==> src/rtl/lfsr_pkg.sv <==
// lfsr_pkg: shared FSM/probability types, mask constants
// and LFSR helpers for the lfsr_rnd_sched random-bit scheduler.
`ifndef RNDSIZE
`define RNDSIZE 5
`endif

package lfsr_pkg;

  typedef enum logic [1:0] {
    UNSEEDED = 2'd0,
    IDLE     = 2'd1,
    RESP     = 2'd2
  } state_t;

  typedef logic [1:0] prob_t;

  localparam int LFSR_W = `RNDSIZE * (`RNDSIZE - 1) / 2;
  localparam int MAX_W  = 64;

  localparam logic [9:0] MASK_05 = 10'h1FF;
  localparam logic [9:0] MASK_07 = 10'h2BB;
  localparam logic [9:0] MASK_08 = 10'h333;
  localparam logic [9:0] MASK_09 = 10'h3FF;

  // Base pattern left-aligned to a w-bit word; caller truncates.
  function automatic logic [MAX_W-1:0] mask_w(
    input prob_t c,
    input int    w
  );
    logic [9:0] b;
    unique case (c)
      2'b00:   b = MASK_05;
      2'b01:   b = MASK_07;
      2'b10:   b = MASK_08;
      default: b = MASK_09;
    endcase
    return {{(MAX_W-10){1'b0}}, b} << (w - 9);
  endfunction

  function automatic logic tap(
    input logic msb,
    input logic b3,
    input logic b2,
    input logic b0
  );
    return msb ^ b3 ^ b2 ^ b0;
  endfunction

endpackage

==> src/rtl/lfsr_rnd_sched_arb.sv <==
// rr_arbiter: one-hot round-robin arbiter with internal pointer.
// Ports: req_i requests, adv_i grant taken; gnt_o/idx_o/any_o result.
module rr_arbiter #(
  parameter int N  = 4,
  parameter int IW = $clog2(N)
) (
  input  logic          clk,
  input  logic          rst_n,
  input  logic [N-1:0]  req_i,
  input  logic          adv_i,
  output logic [N-1:0]  gnt_o,
  output logic [IW-1:0] idx_o,
  output logic          any_o
);

  logic [IW-1:0] ptr_q;
  logic [IW-1:0] ptr_d;
  logic [IW-1:0] j;

  // First set request searching upward from ptr_q, wrapping.
  always_comb begin
    gnt_o = '0;
    idx_o = '0;
    any_o = 1'b0;
    j     = '0;
    for (int i = 0; i < N; i++) begin
      j = IW'((int'(ptr_q) + i) % N);
      if (!any_o && req_i[j]) begin
        any_o    = 1'b1;
        idx_o    = j;
        gnt_o[j] = 1'b1;
      end
    end
  end

  always_comb begin
    ptr_d = ptr_q;
    if (adv_i && any_o)
      ptr_d = (idx_o == IW'(N - 1)) ? '0 : idx_o + 1'b1;
  end

  always_ff @(posedge clk or negedge rst_n) begin
    if (!rst_n) ptr_q <= '0;
    else        ptr_q <= ptr_d;
  end

endmodule

==> src/rtl/lfsr_rnd_sched_lfsr_comb.sv <==
// LFSR_comb: one combinational LFSR step plus probability mask.
// Ports: seed_i/prob_i in; next_o (shifted state), rnd_o (masked word).
module LFSR_comb
  import lfsr_pkg::*;
#(
  parameter int W = LFSR_W
) (
  input  logic [W-1:0] seed_i,
  input  prob_t        prob_i,
  output logic [W-1:0] next_o,
  output logic [W-1:0] rnd_o
);

  logic [W-1:0] mask;

  assign mask   = W'(mask_w(prob_i, W));
  assign next_o = {seed_i[W-2:0],
                   tap(seed_i[W-1], seed_i[3],
                       seed_i[2], seed_i[0])};
  assign rnd_o  = next_o ^ mask;

endmodule

==> src/rtl/lfsr_rnd_sched.sv <==
// lfsr_rnd_sched: seed owner + round-robin sharing of one LFSR_comb.
// Ports: seed_load/seed_in/seed_err/seeded, req_valid/req_prob/req_ready,
// rsp_valid/rsp_ready/rsp_id/rsp_data; step_cnt with LFSR_STEP_CNT_EN.
module lfsr_rnd_sched
  import lfsr_pkg::*;
#(
  parameter int NUM_REQ = 4,
  parameter int W       = LFSR_W,
  parameter int ID_W    = $clog2(NUM_REQ)
) (
  input  logic                 clk,
  input  logic                 rst_n,
  input  logic                 seed_load,
  input  logic [W-1:0]         seed_in,
  output logic                 seed_err,
  output logic                 seeded,
  input  logic [NUM_REQ-1:0]   req_valid,
  input  logic [2*NUM_REQ-1:0] req_prob,
  output logic [NUM_REQ-1:0]   req_ready,
  output logic                 rsp_valid,
  input  logic                 rsp_ready,
  output logic [ID_W-1:0]      rsp_id,
  output logic [W-1:0]         rsp_data
`ifdef LFSR_STEP_CNT_EN
  ,
  output logic [31:0]          step_cnt
`endif
);

  state_t              state_q;
  logic [W-1:0]        seed_q;
  logic                seeded_q;
  logic                seed_err_q;
  logic                rsp_valid_q;
  logic [ID_W-1:0]     rsp_id_q;
  logic [W-1:0]        rsp_data_q;

  logic [NUM_REQ-1:0]  gnt;
  logic [ID_W-1:0]     win;
  logic                any_req;
  logic                grant_fire;
  logic                load_ok;
  logic                load_zero;
  logic                seed_zero;
  prob_t               win_prob;
  logic [W-1:0]        lfsr_next;
  logic [W-1:0]        lfsr_rnd;

  assign load_ok    = seed_load & (|seed_in);
  assign load_zero  = seed_load & ~(|seed_in);
  assign seed_zero  = ~(|seed_q);

  // A seed load in IDLE takes the cycle; no grant alongside it.
  assign grant_fire = (state_q == IDLE) & ~seed_load
                    & ~seed_zero & any_req;

  assign req_ready  = grant_fire ? gnt : '0;
  assign win_prob   = req_prob[{win, 1'b0} +: 2];

  rr_arbiter #(
    .N  (NUM_REQ),
    .IW (ID_W)
  ) u_arb (
    .clk   (clk),
    .rst_n (rst_n),
    .req_i (req_valid),
    .adv_i (grant_fire),
    .gnt_o (gnt),
    .idx_o (win),
    .any_o (any_req)
  );

  LFSR_comb #(
    .W (W)
  ) u_lfsr (
    .seed_i (seed_q),
    .prob_i (win_prob),
    .next_o (lfsr_next),
    .rnd_o  (lfsr_rnd)
  );

  always_ff @(posedge clk or negedge rst_n) begin
    if (!rst_n) begin
      state_q     <= UNSEEDED;
      seed_q      <= '0;
      seeded_q    <= 1'b0;
      seed_err_q  <= 1'b0;
      rsp_valid_q <= 1'b0;
      rsp_id_q    <= '0;
      rsp_data_q  <= '0;
    end else begin
      seed_err_q <= load_zero;
      if (load_ok)
        seed_q <= seed_in;
      unique case (state_q)
        UNSEEDED: begin
          if (load_ok) begin
            seeded_q <= 1'b1;
            state_q  <= IDLE;
          end
        end
        IDLE: begin
          if (!seed_load && seed_zero) begin
            seeded_q <= 1'b0;
            state_q  <= UNSEEDED;
          end else if (grant_fire) begin
            rsp_data_q  <= lfsr_rnd;
            rsp_id_q    <= win;
            // The mask is not fed back: the state walks the pure LFSR.
            seed_q      <= lfsr_next;
            rsp_valid_q <= 1'b1;
            state_q     <= RESP;
          end
        end
        RESP: begin
          if (!load_ok && seed_zero) begin
            seeded_q    <= 1'b0;
            rsp_valid_q <= 1'b0;
            state_q     <= UNSEEDED;
          end else if (rsp_ready) begin
            rsp_valid_q <= 1'b0;
            state_q     <= IDLE;
          end
        end
        default: begin
          rsp_valid_q <= 1'b0;
          state_q     <= UNSEEDED;
        end
      endcase
    end
  end

  assign seed_err  = seed_err_q;
  assign seeded    = seeded_q;
  assign rsp_valid = rsp_valid_q;
  assign rsp_id    = rsp_id_q;
  assign rsp_data  = rsp_data_q;

`ifdef LFSR_STEP_CNT_EN
  logic [31:0] step_cnt_q;

  always_ff @(posedge clk or negedge rst_n) begin
    if (!rst_n)
      step_cnt_q <= '0;
    else if (load_ok)
      step_cnt_q <= '0;
    else if (rsp_valid_q && rsp_ready && (step_cnt_q != '1))
      step_cnt_q <= step_cnt_q + 32'd1;
  end

  assign step_cnt = step_cnt_q;
`endif

endmodule

==> config.mk <==
export PLATFORM = sky130hd
export DESIGN_NAME = lfsr_rnd_sched
export DESIGN_NICKNAME = d
export VERILOG_FILES = /design/src/rtl/lfsr_pkg.sv /design/src/rtl/lfsr_rnd_sched_arb.sv /design/src/rtl/lfsr_rnd_sched_lfsr_comb.sv /design/src/rtl/lfsr_rnd_sched.sv
export SDC_FILE = /design/constraint.sdc
export NUM_CORES = 1
export LEC_CHECK = 0
export CORE_MARGIN = 2
export CORE_UTILIZATION = 64
export CTS_BUF_LIST = sky130_fd_sc_hd__clkbuf_8
export CTS_CLUSTER_SIZE = 25
export DETAILED_ROUTE_END_ITERATION = 10
export DONT_BUFFER_PORTS = 1
export PLACE_DENSITY = 0.8
export SETUP_SLACK_MARGIN = 0.1
export SYNTH_ARGS = -nofsm -noshare
export SYNTH_HDL_FRONTEND = slang
export SYNTH_HIERARCHICAL = 1
export SYNTH_SLANG_ARGS = --single-unit
==> constraint.sdc <==
create_clock -name clk -period 4.4 [get_ports clk]
set_input_delay 0.66 -clock clk [delete_from_list [all_inputs] [get_ports clk]]
set_output_delay 0.66 -clock clk [all_outputs]
set_load 0.1 [all_outputs]
* After elaboration in Yosys (flattened, before gate mapping)
Index checks and enable logic that the tools add are counted.
** Word-level totals
- Register bits :: 29
- Word-level logic and storage cells :: 124
** Cells by class
- Add/sub/neg operators :: 4
- Magnitude comparators :: 8
- Equal/unequal tests :: 12
- Shift operators :: 1
- Mux-type cells :: 50
- Bitwise gates (word level) :: 17
- Reduce and logical (&&, ||, !) cells :: 24
** Operators by type and width (number)
- $mux 10 :: 4
- $pmux 9 s3 :: 1
- $mux 2 :: 10
- $mux 4 :: 5
- $reduce_or 10->1 :: 2
- $mux 1 :: 19
- $lt 2x3->1 const B :: 4
- $or 4x4->4 :: 3
- $logic_and 1x1->1 :: 10
- $xor 10x10->10 :: 1
- $bmux 1 s2 :: 4
- $demux 1 s2 :: 4
- $ge 2x1->1 const B :: 4
- $ne 2x2->1 const B :: 4
- $reduce_and 4->1 :: 2
- $shiftx 8x4->2 :: 1
- $eq 2x2->1 const B :: 3
- $pmux 1 s3 :: 2
- $pmux 2 s3 :: 1
- $reduce_and 3->1 :: 2
- $and 1x1->1 :: 5
- $logic_not 1->1 :: 5
- $not 1->1 :: 5
- $add 2x1->2 const B :: 2
- other kinds (8) :: 13

* Logic depth before layout (Yosys ltp)
Gate-level depths: netlist of run 1.
- Depth in word-level cells :: 16
- Gate-level depth with buffers :: 12
- Depth with buffers taken out :: 11

* Modules after synthesis
Netlist of run 1, hierarchy kept.
** Modules (own cells, without submodules)
- lfsr_rnd_sched :: times used 1, cells an instance 120, area each 1375.1 µm², sequential area each 675.6 µm²
- rr_arbiter :: times used 1, cells an instance 52, area each 496.7 µm², sequential area each 50.0 µm²
- LFSR_comb :: times used 1, cells an instance 26, area each 192.7 µm², sequential area each 0.0 µm²

* Worst setup path after synthesis of run 1
Ideal clock, no wire load.
- Path type :: flip-flop to output port
- Start :: register with a tool-made name
- End :: output req_ready[0]
- Arrival time :: 2.947 ns
- Required time :: 3.740 ns
- Setup slack :: 0.793 ns
- Stages on the path, launching flop included :: 11
- Buffers on the path :: 3
- Path through :: dfrtp_1 > buf_6 > inv_1 > ha_1 > mux4_2 > nor3_1 > or2b_1 > and4_1 > buf_2 > buf_2 > and2_1
** RTL lines
- to (decl) :: line lfsr_rnd_sched.sv:19 : output logic [NUM_REQ-1:0] req_ready,

==> results of run 1 <==
## critical path, stage by stage (launching register included)
cell	delay [ns]
dfrtp_1	0.70
inv_1	0.14
ha_1	0.39
mux4_2	0.42
nor3_1	0.29
or2b_1	0.33
and4_1	0.24
and2_1	0.17
buf_4	0.23
## routing by layer
layer	GRT usage, %	vias to the layer above
met5	0	-
met4	8.07	0
met3	6.40	6
met2	40.9	56
met1	30.0	727
li1	-	687
## cells in the final DEF (no fill, tap or decap), types with 2 or more instances in the layout
cell / netlist / routed
nor4_1: 4 / 4
o21ai_1: 2 / 2
a31oi_1: 2 / 2
a221o_1: 4 / 4
xnor2_1: 7 / 7
clkbuf_8: 0 / 6
inv_1: 13 / 14
nand2_1: 10 / 10
nor3_1: 2 / 2
nor2b_1: 2 / 2
a22oi_1: 7 / 7
mux2_1: 2 / 2
dfrtp_1: 29 / 29
xor2_1: 3 / 3
and2_1: 5 / 5
buf_4: 10 / 6
mux2i_1: 14 / 14
o21ai_0: 14 / 14
a21oi_1: 5 / 5
nor2_1: 7 / 7
ha_1: 11 / 11
nand3_1: 2 / 2
mux2_2: 13 / 13
mux4_2: 4 / 4
## path summary, 6_finish.rpt
path	startpoint	to	slack (ns)	cells after the start
setup reg to reg	flip-flop	rsp_data[7]	0.69	11
hold / removal	rst_n	seeded	0.07	0
hold reg to reg	seed_q[4]	seed_q[5]	0.56	2
setup / recovery	flip-flop	req_ready[0]	0.55	8
min in group clk	seed_load	seed_err	0.51	2
max in group asynchronous	rst_n	u_arb/ptr_q[1]	4.25	0
## flip-flops by register name, indices dropped and copies added (netlist names), named ones only
signal / cells
rsp_data: 10
rsp_id: 2
rsp_valid: 1
seed_err: 1
seed_q: 10
seeded: 1
state_q: 2
u_arb/ptr_q: 1
## area by class of cell
type | count | area (sq um)
clock buffer | 6 | 82.6
sequential | 29 | 726
multi-input combinational | 137 | 1160
clock inverter | 2 | 33.8
tap | 44 | 55.1
fill | 252 | 906
timing repair buffer | 6 | 45.0
inverter | 13 | 48.8
## metrics by stage
step	setup slack [ns]	util, %	cell area (sq um)	std cells	hold slack (ns)
6_report	0.546	70.3	2150	237	0.0686
5_1_grt	0.346	70.3	2150	237	0.0565
4_1_cts	0.570	70.3	2150	237	0.0582
3_5_place_dp	0.712	66.5	2030	229	0.365
3_3_place_gp	0.871	66.5	2030	229	0.365
2_1_floorplan	0.793	-	2060	198	0.364
## kinds of logic (layout without fill, tap and decap cells)
group,after synthesis,after routing,share of synthesized area (%)
adder cells (fa/ha/maj),11,11,6.67
flip-flops,29,29,35.2
buffers and inverters,32,27,8.85
XOR/XNOR,10,10,4.24
AND/OR/NAND/NOR,40,40,11.0
AO/OA/AOI/OAI,42,42,13.5
multiplexers,34,34,20.6
==> flow_summary_export.csv, run 1 <==
group,metric,value,unit
clock_tree,clk_root_buffer_cell,"clkbuf_8",
synthesis,number_of_flops_mapped_to_enable_cells_by_yosys,0,
grt,antenna_found_initial,0,
sta,period_minus_slack,3.85,ns
grt,total_grt_overflow,0,
synthesis,synth_fp_nets,235,
clock_tree,post-cts-setup-buffer-count,0,
critical_path,critical_path_class,"flip-flop to output pin",
layout,areaGrowthSynthToFinish,4.00,%
status,run_status,"complete, no violations",
clock_tree,numClockSinks,29,
floorplan,floorplan.rows,20,
grt,grt_pass1_wl,6550,um
min_path,worstHoldPathType,"primary input to asynchronous set/reset pin",
sta,actual_transition_at_the_worst_max_transition_pin,0.908,ns
drt,detail_route.iter0.violations,116,
critical_path,cp.arrival,3.19,ns
placement,gp_routability_congestion,0.820,
grt,grt_start_max_net_pins,37,
drt,routed_wirelength,4050,um
sta,finalSetupTns,0,ns
synthesis,yosysWarningCount,6,
drt,route.vias.total,1476,
grt,track_usage,24.2,%
layout,post_route_cells_drive_above_1_share,18.1,%
synthesis,synth_most_common_cell,"dfrtp_1",
synthesis,synth-seq-cells,29,
floorplan,pin_count,45,
sta,setup_viol,0,
critical_path,critPathMaxFanout,15,
drt,dr_wl_met2,2120,um
floorplan,initial_core_utilization,67.6,%
sta,grt_setup_unrepaired,"false",
sta,final-max-slew-violation-count,0,
drt,drtAntennaViolNets,0,
drt,met3_wirelength,270,um
sta,max_freq,259,MHz
clock_tree,cts.repair.resized,0,
placement,numPortBuffers,0,
clock_tree,postCtsHoldBufs,0,
sta,hold_viol,0,
floorplan,dieWidth,60.8,um
synthesis,synth_cell_type_count,44,
drt,iteration_count_of_the_initial_detailed_routing_pass,4,
floorplan,die_y,60.8,um
run,maxCapViolations,0,
clock_tree,clk_path_buf_depth,2,
drt,wirelength_met1,1610,um
sta,timing.slew.headroom,39.5,%
critical_path,worst_setup_path_start_kind,"flip-flop",
drt,viasPerCell,6.23,
drt,drcViolationCount,0,
synthesis,dominantRegCellSynth,"dfrtp_1",
clock_tree,clock_tree_from_tritoncts,"built",
drt,route.detailed.wl_per_inst,17.1,um
synthesis,ys_top_cells_by_count,"dfrtp_1 (29), mux2i_1 (14), o21ai_0 (14), inv_1 (13), mux2_2 (13)",
synthesis,synth_cells,198,
floorplan,core-area,0.00305,sq mm
clock_tree,cts_bufs_inserted,5,
drt,dr.max_layer_used,"met4",
critical_path,worst_path_required,3.74,ns
synthesis,synthDominantCellAreaShare,35.2,%
grt,number_of_global_route_vias_before_repair,1487,
synthesis,mappedNetlistArea,0.00206,sq mm
floorplan,die_area,0.00370,sq mm
sta,finalClockSkew,0.00295,ns
clock_tree,worst_setup_hold_path_clk_slew,0.06,ns
synthesis,post-synth-top-area-cell,"dfrtp_1",
placement,post-dp-hpwl,2970,um
synthesis,synthArstFlopShare,100,%
synthesis,ys_seq_area_share,35.2,%
sta,fin_crit_sh,87.6,%
layout,final_net_count,229,
clock_tree,clock_insertion_delay_worst_skew,0.28,ns
clock_tree,cts_htree_levels,2,
synthesis,netlist_top_cells_area,"dfrtp_1 (35%), mux2_2 (7.1%), mux2i_1 (6.8%), ha_1 (6.7%), mux4_2 (4.4%)",
layout,antennaDiodeCount,0,
critical_path,setup.worst_path.end_class,"output pin",
synthesis,synthesis.area_per_instance,10.4,sq um
Power of run 1 is not shown: default switching activity piles up to over one toggle a cycle in this logic, so the estimate is an artifact.
==> run 2, diff against run 1 <==
- GPL_TIMING_DRIVEN: default -> 0
==> run 2 against run 1 <==
Die area unchanged. Sequential share of layout area decreased by 1.4 points. Maximum frequency decreased by 5.3%. Global-route usage increased by 1.7 points. Register-to-register slack improved by 0.10 ns. Non-clock buffer count increased by 13. Critical path depth increased by 2. Cell count increased by 5.5%. First-iteration DRC count decreased by 9.5%. Via count increased by 5.1%. Setup slack got worse by 0.22 ns. Critical endpoint is now req_ready[1].
==> flow_summary_export.csv, run 2 (synthesis gave the netlist of run 1 again) <==
group,metric,value,unit
floorplan,dieWidth,60.8,um
critical_path,critical_path_cell_count,10,
layout,final_core_util,73.4,%
grt,track_usage,25.9,%
clock_tree,numClockSinks,29,
floorplan,core-area,0.00305,sq mm
layout,final_common_cell,"dfrtp_1",
critical_path,cp.arrival,3.41,ns
sta,hold_viol,0,
critical_path,worst_r2r_path_depth,11,
drt,detail_route.iter0.violations,105,
layout,design_area,0.00224,sq mm
sta,timing.slew.headroom,39.3,%
grt,total_grt_overflow,0,
clock_tree,postCtsHoldBufs,0,
layout,antennaDiodeCount,0,
drt,met3_wirelength,304,um
min_path,worstHoldPathType,"primary input to asynchronous set/reset pin",
floorplan,die_area,0.00370,sq mm
sta,setup_viol,0,
drt,viasPerCell,6.21,
status,run_status,"complete, no violations",
floorplan,pin_count,45,
floorplan,floorplan.rows,20,
clock_tree,cts_bufs_inserted,5,
grt,number_of_global_route_vias_before_repair,1526,
placement,placement.cell_area,0.00212,sq mm
layout,final_net_count,242,
run,maxCapViolations,0,
critical_path,critPathMaxFanout,10,
critical_path,worst_path_required,3.74,ns
drt,wirelength_met1,1650,um
sta,final-max-slew-violation-count,0,
critical_path,path_delay_family,"simple AND/OR/NAND/NOR gates",
critical_path,setup.worst_path.end_class,"output pin",
grt,antenna_found_initial,0,
drt,drcViolationCount,0,
drt,route.vias.total,1552,
critical_path,ordered_list_of_cells_on_the_worst_path,"buf_6 > inv_1 > ha_1 > mux4_2 > nor3_1 > or2b_1 > and4_1 > buf_2 > buf_2 > and2_2",
grt,grt_start_max_net_pins,30,
grt,grt_pass1_wl,6930,um
clock_tree,cts_htree_levels,2,
sta,period_minus_slack,4.07,ns
layout,layout.cells.most_common_list,"dfrtp_1 (29), inv_1 (14), mux2i_1 (14), o21ai_0 (14), mux2_2 (13)",
critical_path,slowest_stage,"dfrtp_1",
floorplan,initial_core_utilization,67.6,%
sta,fin_crit_sh,92.5,%
critical_path,worst_setup_path_start_kind,"flip-flop",
clock_tree,clock_tree_from_tritoncts,"built",
drt,routed_wirelength,4220,um
critical_path,cp_num_buf_inv,4,
drt,iteration_count_of_the_initial_detailed_routing_pass,5,
sta,finalSetupTns,0,ns
clock_tree,clk_root_buffer_cell,"clkbuf_8",
layout,post_route_cells_drive_above_1_share,23.3,%
layout,areaGrowthSynthToFinish,8.55,%
critical_path,cpMostUsedCell,"buf_2",
sta,finalClockSkew,0.00526,ns
clock_tree,cts.repair.resized,0,
drt,drtAntennaViolNets,0,
critical_path,critical_path_class,"flip-flop to output pin",
clock_tree,worst_setup_hold_path_clk_slew,0.06,ns
drt,route.detailed.wl_per_inst,16.9,um
layout,nFillCells,235,
placement,numPortBuffers,0,
sta,max_freq,246,MHz
sta,actual_transition_at_the_worst_max_transition_pin,0.910,ns
critical_path,maximum_single_stage_delay_on_the_critical_path,0.51,ns
drt,dr.max_layer_used,"met4",
placement,post-dp-hpwl,3230,um
clock_tree,post-cts-setup-buffer-count,0,
placement,gp_routability_congestion,0.853,
floorplan,die_y,60.8,um
drt,dr_wl_met2,2210,um
sta,grt_setup_unrepaired,"false",
clock_tree,clock_insertion_delay_worst_skew,0.28,ns
clock_tree,clk_path_buf_depth,2,
==> run 2: changes by cell type in the layout (fill, tap and decap cells not counted) <==
cell      before  now
and2_1         5    1
and2_2         0    4
buf_1          0    1
buf_2          0    2
buf_4          6   10
buf_6          0    3
clkbuf_1       0    3
==> run 2: layout make-up <==
class	count	area, sq um	share of cell area (%)
Multi-Input combinational cell	137	1160	51.8
Sequential cell	29	726	32.4
Buffer	19	134	5.97
Clock buffer	6	82.6	3.69
Tap cell	44	55.1	2.46
Inverter	13	48.8	2.18
Clock inverter	2	33.8	1.51
==> run 2: worst paths after layout <==
check | from | end | slack, ns
min in group clk | state_q[1] | state_q[1] | 0.58
min | rst_n | state_q[0] | 0.07
max in group asynchronous | rst_n | seed_err | 4.24
max | flip-flop | req_ready[1] | 0.33
max reg2reg | flip-flop | rsp_data[7] | 0.79
min reg2reg | state_q[1] | state_q[1] | 0.58
==> run 2: worst reg2reg max path: stages, from the launching register on <==
cell	delay [ns]
dfrtp_1	0.51
buf_6	0.20
inv_1	0.07
ha_1	0.35
mux4_2	0.42
nor2b_4	0.21
o21ai_0	0.11
o21ai_1	0.28
mux4_2	0.58
ha_1	0.33
xor2_1	0.17
mux2_2	0.27
==> run 2: through the flow <==
step	instances	setup WS (ns)	hold WS (ns)
after floorplan	198	0.793	0.364
final	250	0.329	0.0730
after CTS	250	0.113	0.0650
after detailed placement	242	0.429	0.365
after global placement	242	0.470	0.365
after global routing	250	0.122	0.0569
==> run 2: layer usage <==
metal	GRT usage, %	vias to the layer above
li1	-	717
met1	31.6	759
met2	43.3	68
met3	6.61	8
met4	11.5	0
met5	0	-
Power of run 2 is left out for the same reason.
==> run 3, diff against run 2 <==
- CTS_CLUSTER_DIAMETER: default -> 150
==> results of run 3 <==
No change in the layout: final DEF, timing and power equal those of run 2.
Power of run 3 is left out for the same reason.
